File: src/rtl/encoder4_2_reg.sv
// Registered 4:2 priority encoder with a pending-request register and a vld/rdy output handshake.
// Define ENCODER_ROUND_ROBIN_EN to replace fixed priority (d3 > d2 > d1 > d0) with round-robin selection.
//
// state | meaning
// ------+-------------------------------------------------------
// IDLE  | no code presented (vld=0); loads a code when pend != 0
// OUT   | code presented on s1/s0 (vld=1); leaves on vld && rdy
module encoder4_2_reg (
    input  logic clk,
    input  logic rst_n,
    input  logic d3,
    input  logic d2,
    input  logic d1,
    input  logic d0,
    input  logic rdy,
    output logic vld,
    output logic s1,
    output logic s0,
    output logic multi,
    output logic drop
);

    typedef enum logic {
        IDLE = 1'b0,
        OUT  = 1'b1
    } state_t;

    state_t     state, state_nxt;
    logic [3:0] pend, pend_nxt, req, clr;
    logic [1:0] code, pick;
    logic       load, hs, multi_nxt, drop_nxt;

    assign req = {d3, d2, d1, d0};
    assign hs  = (state == OUT) && rdy;
    assign clr = hs ? (4'b0001 << code) : 4'b0000;

    // A request arriving in the handshake cycle re-sets its bit after the clear.
    assign pend_nxt  = (pend & ~clr) | req;
    assign drop_nxt  = |(req & pend & ~clr);
    assign multi_nxt = (pend & (pend - 4'd1)) != 4'd0;

`ifdef ENCODER_ROUND_ROBIN_EN
    logic [1:0] last;
    logic       found;
    logic [1:0] idx;

    always_comb begin
        pick  = 2'd0;
        found = 1'b0;
        idx   = 2'd0;
        for (int k = 1; k <= 4; k++) begin
            idx = last - 2'(k);
            if (!found && pend[idx]) begin
                pick  = idx;
                found = 1'b1;
            end
        end
    end

    always_ff @(posedge clk or negedge rst_n) begin
        if (!rst_n) begin
            last <= 2'd0;
        end else if (load) begin
            last <= pick;
        end
    end
`else
    always_comb begin
        pick = 2'd0;
        if (pend[3])      pick = 2'd3;
        else if (pend[2]) pick = 2'd2;
        else if (pend[1]) pick = 2'd1;
        else              pick = 2'd0;
    end
`endif

    always_comb begin
        state_nxt = state;
        load      = 1'b0;
        case (state)
            IDLE: begin
                if (pend != 4'd0) begin
                    state_nxt = OUT;
                    load      = 1'b1;
                end
            end
            OUT: begin
                if (rdy) state_nxt = IDLE;
            end
            default: state_nxt = IDLE;
        endcase
    end

    always_ff @(posedge clk or negedge rst_n) begin
        if (!rst_n) begin
            state <= IDLE;
            pend  <= 4'd0;
            code  <= 2'd0;
            multi <= 1'b0;
            drop  <= 1'b0;
        end else begin
            state <= state_nxt;
            pend  <= pend_nxt;
            drop  <= drop_nxt;
            if (load) begin
                code  <= pick;
                multi <= multi_nxt;
            end
        end
    end

    assign vld = (state == OUT);
    assign s1  = code[1];
    assign s0  = code[0];

endmodule

File: config.mk
export PLATFORM = sky130hd
export DESIGN_NAME = encoder4_2_reg
export DESIGN_NICKNAME = d
export VERILOG_FILES = /design/src/rtl/encoder4_2_reg.sv
export SDC_FILE = /design/constraint.sdc
export NUM_CORES = 1
export LEC_CHECK = 0
export CAP_MARGIN = 20
export CORE_AREA = 5 5 42 44
export DETAILED_ROUTE_END_ITERATION = 10
export DIE_AREA = 0 0 47 49
export GPL_ROUTABILITY_DRIVEN = 0
export PLACE_DENSITY_LB_ADDON = 0.05
export SLEW_MARGIN = 20
export SYNTH_ARGS = -nofsm -noshare
export SYNTH_HDL_FRONTEND = slang
export SYNTH_SLANG_ARGS = --single-unit
File: constraint.sdc
create_clock -name clk -period 1.6 [get_ports clk]
set_input_delay 0.24 -clock clk [delete_from_list [all_inputs] [get_ports clk]]
set_output_delay 0.24 -clock clk [all_outputs]
set_load 0.005 [all_outputs]
==> impl_metrics.yaml, run 1 <==
setup_path:
  reg2reg_from: "pend[2]"
  rr_worst_depth: 3
  worstSetupPathType: "reg -> out"
  rrSetupSlack_ns: 0.43
  slowest_stage: "clkdlybuf4s50_1"
  arrival_ns: 1.27
  crit_family: "buffers and inverters"
  path_max_fanout: 12
  start_kind: "register"
  crit_chain: "clkdlybuf4s50_1"
  worst-path-buf-inv: 1
  crit_path_max_incr_delay_ns: 0.53
  critPathRequiredTime_ns: 1.36
  end_kind: "output port"
  reg2reg_to: "multi"
  cp.depth: 1
global_routing:
  grt.total_usage_pct: 9.84
  antenna_found_initial: 0
  grt_max_degree: 13
  grt_pass1_vias: 365
  grt_overflow: 0
  grt_pass1_wl_um: 1640
timing:
  skew_ns: 0.00394
  relSlewSlack_pct: 72.4
  max_freq_ghz: 0.662
  finalCritPeriodShare_pct: 94.3
  period_minus_slack_ns: 1.51
  worstMarginPinSlew_ns: 0.413
  hold_viol_final: 0
  setup_viol: 0
  rsz0062_at_grt: "no"
  finalSetupTns_ns: 0
  report.final.slew_viol_count: 0
yosys:
  synthTopCellsByArea: "dfrtp_1, o21ai_0, a21o_1"
  synth-warning-count: 0
  syn_inst: 42
  syn_nets: 49
  yosysTopAreaCell: "dfrtp_1"
  synth.distinct_cells: 22
  syn-cell-area_sq_um: 427
  synth_top_cell_area_share_pct: 52.8
  syn_avg_cell_area_sq_um: 10.2
  ys_ff_latch: 9
  ys_seq_area_share_pct: 52.8
final_layout:
  nFillCells: 153
  diodes: 0
  layout_common_cells: "clkdlybuf4s50_1, dfrtp_1, o21ai_0, nand2_1"
  final-seq-area_sq_um: 226
  nets: 64
  area_delta_synth_final_pct: 34.3
  final_common_cell: "clkdlybuf4s50_1"
  multi_input_area_sq_um: 179
  drive_above_1_share_pct: 8.93
  fin_cells: 72
  fin_area_sq_um: 573
status:
  outcome: "finished clean"
power_and_ir_drop:
  p_sw_share_pct: 26.7
  power.density_mw_per_mm2: 934
  seqPwrFrac_pct: 51.2
  clkPwrFrac_pct: 33.4
  p_switching_mw: 0.143
  p_int_mw: 0.392
  finalPower_mw: 0.535
  p_leak_nw: 0.210
  combPwrFrac_pct: 15.5
  ir_worst_vdd_v: 0.000433
flow_run:
  drv_cap: 0
clock_network:
  cts_made_buffers: 3
  htree_levels: 1
  clkSinkCount: 9
  cts_buffer_depth: 2
  clkTransAtPathRegs_ns: 0.06
  cts-root-buf: "clkbuf_4"
  clk_latency_ns: 0.26
  cts_tree: "built"
route:
  wirelength_um: 994
  vias_per_cell: 5.17
  drt_iter0_markers: 4
  first_pass_iters: 4
  wl_per_cell_um: 13.8
  ant_nets: 0
  drc: 0
  vias: 372
placed_design:
  dp_hpwl_um: 714
  io_buffer_count: 11
  place_inst: 68
  place_area_sq_um: 546
die:
  io_pins: 12
  coreArea_sq_mm: 0.00140
  die_x_um: 47
  die_h_um: 49
  row_count: 14
  dieArea_sq_mm: 0.00230
  start_util_pct: 30.4
hold_path:
  hold_class: "in -> async"
[how the worst max path moves through the flow]
stage	startpoint	to
finish	vld	vld
global route	vld	vld
CTS	vld	vld
detailed placement	rdy	drop
global placement	rdy	drop
floorplan	vld	drop
[flip-flops by register name (all words and copies together) (netlist names)]
signal  cells
pend        4
code        2
drop        1
multi       1
vld         1
[timing repair]
| action | in CTS | in global routing |
|---|---|---|
| resized for setup | 1 | 0 |
| endpoints found under the setup margin | 1 | 0 |
| hold buffers | 0 | 0 |
| buffers inserted | 0 | 0 |
[cells in the mapped netlist (all sizes together)]
| cell | count |
|---|---|
| o21ai | 5 |
| inv | 3 |
| nor4b | 1 |
| nand3 | 1 |
| a32oi | 1 |
| and2 | 1 |
| xor2 | 1 |
| o221ai | 1 |
| buf | 1 |
| o21a | 1 |
| o31ai | 1 |
| o22a | 1 |
| nor2 | 3 |
| dfrtp | 9 |
| nor2b | 1 |
| a21oi | 2 |
| a221oi | 1 |
| nand2 | 4 |
| a21o | 2 |
| nand4 | 1 |
| nand4b | 1 |
[area by class of cell]
class	instances	share of cell area, %
multi-input cells	29	31.2
repair buffers	11	19.2
clock buffers	4	4.59
well taps	16	3.49
inverters	3	1.97
flip-flops and latches	9	39.5
[metrics by stage]
stage          hold WS [ns]  setup WS, ns  util, %
3_5_place_dp          0.505         0.147     38.9
6_report              0.274        0.0904     40.9
5_1_grt               0.333        0.0443     40.9
4_1_cts               0.296        0.0908     40.9
2_1_floorplan       -0.0556         0.538        -
3_3_place_gp          0.492         0.162     38.9
[power by group through the flow]
| stage | Sequential [mW] | Clock (mW) | Combinational [mW] |
|---|---|---|---|
| 6_report | 0.274 | 0.179 | 0.0827 |
| 5_1_grt | 0.277 | 0.190 | 0.0920 |
| 4_1_cts | 0.273 | 0.183 | 0.0843 |
| 3_5_place_dp | 0.277 | 0 | 0.0830 |
| 3_3_place_gp | 0.276 | 0 | 0.0810 |
| 2_1_floorplan | 0.269 | 0 | 0.0391 |
[logic make-up after synthesis]
logic type	Yosys count	synth area share [%]
AOI/OAI and AO/OA	15	23.5
and+or+nand+nor	13	16.4
DFF	9	52.8
buffers and inverters	4	5.28
xor gates and xnor gates	1	2.05
[worst reg2reg max path, delay by kind of cell, from the launching register on]
family | cells | cell delay [ns]
flops | 1 | 0.45
compound gates | 2 | 0.47
xor+xnor | 1 | 0.19
[per-layer routing]
metal  track usage [%]  share of wire (%)  up-vias
met2              14.7                 50       14
met4              4.15                  0        0
met3              2.21                6.1        0
li1                  -                  -      181
met5                 0                  0        -
met1              13.2                 43      177
No activity file was read; power rests on OpenSTA's default activity.
==> run 2: changes to the inputs <==
--- a/config.mk
+++ b/config.mk
@@ -10,6 +10,7 @@
 export DETAILED_ROUTE_END_ITERATION = 10
 export DIE_AREA = 0 0 47 49
 export GPL_ROUTABILITY_DRIVEN = 0
+export GPL_TIMING_DRIVEN = 0
 export PLACE_DENSITY_LB_ADDON = 0.05
 export SLEW_MARGIN = 20
 export SYNTH_ARGS = -nofsm -noshare
==> run 2 against run 1 <==
Compared with the run above: via count up 5.1%; setup slack better by 0.055 ns; global-route usage rose by 0.38 points; die area unchanged; sequential power down 2%; critical path depth is the same; critical path type unchanged; critical endpoint is now s0; highest routed layer is now met4.
==> impl_metrics.yaml, run 2 (synthesis results as in run 1) <==
placed_design:
  io_buffer_count: 11
  place_area_sq_um: 557
  dp_hpwl_um: 770
  place_inst: 69
die:
  start_util_pct: 30.4
  coreArea_sq_mm: 0.00140
  row_count: 14
  die_x_um: 47
  dieArea_sq_mm: 0.00230
  io_pins: 12
  die_h_um: 49
final_layout:
  fin_area_sq_um: 583
  fin_util_pct: 41.6
  largest_register: "pend"
  area_delta_synth_final_pct: 36.7
  fin_cells: 73
  layout_common_cells: "clkdlybuf4s50_1, dfrtp_1, o21ai_0, nand2_1"
  final_common_cell: "clkdlybuf4s50_1"
  largest_register_ffs: 4
  diodes: 0
  top_regs: "pend x4, code x2"
  drive_above_1_share_pct: 8.77
  nFillCells: 152
  nets: 65
power_and_ir_drop:
  power.density_mw_per_mm2: 925
  finalPower_mw: 0.539
  ir_worst_vdd_v: 0.000376
  p_leak_nw: 0.217
route:
  wirelength_um: 965
  vias_per_cell: 5.36
  ant_nets: 0
  drt_iter0_markers: 3
  first_pass_iters: 5
  wl_per_cell_um: 13.2
  drc: 0
  vias: 391
timing:
  report.final.slew_viol_count: 0
  setup_viol: 0
  hold_viol_final: 0
  worstMarginPinSlew_ns: 0.410
  relSlewSlack_pct: 72.6
  max_freq_ghz: 0.687
  finalSetupTns_ns: 0
  skew_ns: 0.00163
  finalCritPeriodShare_pct: 90.9
  period_minus_slack_ns: 1.45
  rsz0062_at_grt: "no"
setup_path:
  worst-path-buf-inv: 1
  crit_family: "buffers and inverters"
  crit_chain: "clkdlybuf4s50_1"
  end_kind: "output port"
  start_kind: "register"
  worstSetupPathType: "reg -> out"
  crit_path_max_incr_delay_ns: 0.53
  arrival_ns: 1.21
  path_max_fanout: 6
  slowest_stage: "clkdlybuf4s50_1"
  critPathRequiredTime_ns: 1.36
clock_network:
  htree_levels: 1
  cts_hold_buffers: 0
  cts_resized: 0
  cts-root-buf: "clkbuf_4"
  cts_buffer_depth: 2
  cts_made_buffers: 3
  cts_tree: "built"
  clk_latency_ns: 0.26
  clkTransAtPathRegs_ns: 0.06
  cts_setup_buffers: 0
  clkSinkCount: 9
global_routing:
  grt_max_degree: 11
  grt_overflow: 0
  antenna_found_initial: 0
  grt_pass1_vias: 372
  grt_pass1_wl_um: 1640
  grt.total_usage_pct: 10.2
status:
  outcome: "finished clean"
flow_run:
  drv_cap: 0
hold_path:
  hold_class: "in -> async"
## run 2: cell types whose count changed in the layout (fill, tap and decap cells not counted)
cell	delta
dfrtp_2	-1
buf_6	+1
dfrtp_1	+1
## run 2: path summary, 6_finish.rpt
check,start,end,slack [ns],cells past startpoint
min,rst_n,vld,0.27,1
min reg2reg,multi,multi,0.51,1
min in group clk,multi,multi,0.51,1
max in group asynchronous,rst_n,pend[2],1.04,1
max reg2reg,vld,drop,0.44,4
max,code[0],s0,0.15,1
## run 2: where the power goes
part	total, mW	switching, mW	internal, mW	leakage [nW]
registers	0.269	0.0242	0.245	0.0883
logic	0.0900	0.0364	0.0536	0.114
clock network	0.180	0.0835	0.0964	0.0150
## run 2: final cells by class
class | count | area, sq um | share of cell area [%]
Sequential cell | 9 | 225 | 38.6
Multi-Input combinational cell | 29 | 179 | 30.7
Timing Repair Buffer | 11 | 110 | 18.9
Clock buffer | 4 | 26.3 | 4.51
Tap cell | 16 | 20.0 | 3.43
Buffer | 1 | 11.3 | 1.93
Inverter | 3 | 11.3 | 1.93
## run 2: through the flow
step	setup slack [ns]	hold slack, ns
after floorplan	0.538	-0.0556
after global placement	0.140	0.492
after detailed placement	0.0804	0.500
after CTS	0.126	0.278
after global routing	0.0806	0.299
final	0.145	0.270
## run 2: metal layers
| layer | GRT usage [%] | vias to the layer above | routed length [um] |
|---|---|---|---|
| met4 | 6.91 | 0 | 23 |
| met1 | 12.2 | 194 | 373 |
| met2 | 14.3 | 11 | 499 |
| li1 | - | 182 | - |
| met5 | 0 | - | 0 |
| met3 | 4.43 | 4 | 69 |
==> run 3: changes to the inputs <==
--- a/config.mk
+++ b/config.mk
@@ -6,7 +6,10 @@
 export NUM_CORES = 1
 export LEC_CHECK = 0
 export CAP_MARGIN = 20
+export CELL_PAD_IN_SITES_DETAIL_PLACEMENT = 1
+export CELL_PAD_IN_SITES_GLOBAL_PLACEMENT = 1
 export CORE_AREA = 5 5 42 44
+export CTS_CLUSTER_DIAMETER = 120
 export DETAILED_ROUTE_END_ITERATION = 10
 export DIE_AREA = 0 0 47 49
 export GPL_ROUTABILITY_DRIVEN = 0
==> run 3 against run 2 <==
Compared with the run above: die area unchanged; non-clock buffer count unchanged; worst hold slack better by 0.0024 ns; clock power about the same; clock skew up 0.0024 ns; count of clock-buffer cells in the layout down 1; fmax down 0.95%; core utilization up 0.089 points; global-route usage up 0.89 points; via count down 1.3%.
==> impl_metrics.yaml, run 3 (synthesis results as in run 1) <==
timing:
  hold_viol_final: 0
  fin_hold_ws_ns: 0.273
  finalSetupTns_ns: 0
  setup_viol: 0
  period_minus_slack_ns: 1.47
  finalCritPeriodShare_pct: 91.8
  rsz0062_at_grt: "no"
  report.final.slew_viol_count: 0
  skew_ns: 0.00402
  max_freq_ghz: 0.681
  worstMarginPinSlew_ns: 0.423
  relSlewSlack_pct: 71.7
clock_network:
  cts_hold_buffers: 0
  cts_made_buffers: 3
  clkTransAtPathRegs_ns: 0.07
  cts_resized: 0
  clk_latency_ns: 0.27
  cts-root-buf: "clkbuf_4"
  cts_tree: "built"
  cts_setup_buffers: 0
  htree_levels: 1
  cts_buffer_depth: 2
  clkSinkCount: 9
power_and_ir_drop:
  power.density_mw_per_mm2: 928
  finalPower_mw: 0.542
  p_leak_nw: 0.220
  ir_worst_vdd_v: 0.000528
route:
  wl_met1_um: 396
  wl_per_cell_um: 15.4
  vias_per_cell: 5.29
  ant_nets: 0
  wl_met2_um: 664
  drt_iter0_markers: 1
  wl_met3_um: 62
  drc: 0
  highest-signal-layer: "met3"
  first_pass_iters: 2
  vias: 386
  wirelength_um: 1120
final_layout:
  nFillCells: 170
  largest_register: "pend"
  nets: 65
  final_common_cell: "clkdlybuf4s50_1"
  largest_register_ffs: 4
  final-seq-area_sq_um: 225
  layout_common_cells: "clkdlybuf4s50_1, dfrtp_1, o21ai_0, nand2_1"
  area_delta_synth_final_pct: 37.0
  drive_above_1_share_pct: 10.5
  top_regs: "pend x4, code x2"
  diodes: 0
  multi_input_area_sq_um: 179
placed_design:
  io_buffer_count: 11
  dp_hpwl_um: 888
setup_path:
  slowest_stage: "clkdlybuf4s50_1"
  start_kind: "register"
  crit_path_max_incr_delay_ns: 0.54
  arrival_ns: 1.23
  crit_family: "buffers and inverters"
  worstSetupPathType: "reg -> out"
  path_max_fanout: 6
  end_kind: "output port"
  critPathRequiredTime_ns: 1.36
  worst-path-buf-inv: 1
  crit_chain: "clkdlybuf4s50_1"
global_routing:
  grt.total_usage_pct: 11.1
  grt_pass1_vias: 406
  grt_overflow: 0
  grt_pass1_wl_um: 1790
  grt_max_degree: 11
  antenna_found_initial: 0
die:
  start_util_pct: 30.4
  die_h_um: 49
  die_x_um: 47
  row_count: 14
  io_pins: 12
  dieArea_sq_mm: 0.00230
  coreArea_sq_mm: 0.00140
status:
  outcome: "finished clean"
flow_run:
  drv_cap: 0
hold_path:
  hold_class: "in -> async"
## run 3: cell count changes in the layout (fill, tap and decap cells not counted)
cell / change
clkbuf_1: -1
clkinv_2: +1
## run 3: cell type report
type	instances	share of cell area, %
clock buffer	3	3.85
buffer	1	1.93
clock inverter	1	0.857
inverter	3	1.93
sequential	9	38.5
timing repair buffer	11	18.8
multi-input combinational	29	30.6
tap	16	3.43
## run 3: routing by layer
layer | global-route usage [%] | up-vias
li1 | - | 182
met3 | 4.80 | 0
met5 | 0 | -
met2 | 20.8 | 12
met1 | 9.57 | 192
met4 | 4.15 | 0
## run 3: metrics by stage
stage	setup slack (ns)	area, sq um	util (%)	instances
final	0.131	584	41.7	73
after CTS	0.117	584	41.7	73
after global routing	0.0652	584	41.7	73
after global placement	0.138	557	39.7	69
after detailed placement	0.0778	557	39.7	69
after floorplan	0.538	427	-	42
## run 3: worst paths after layout
check,from,end,slack [ns],cells after the start
setup / recovery,code[0],s0,0.13,1
max in group asynchronous,rst_n,pend[3],1.03,1
hold reg to reg,multi,multi,0.52,1
setup reg to reg,vld,drop,0.41,4
hold / removal,rst_n,multi,0.27,1
min in group clk,multi,multi,0.52,1
## run 3: power breakdown
part	total (mW)	leakage [nW]	internal [mW]	switching (mW)
Combinational	0.0915	0.114	0.0537	0.0378
Sequential	0.271	0.0883	0.245	0.0256
Clock	0.180	0.0177	0.0925	0.0873
Total	0.542	0.220	0.391	0.151
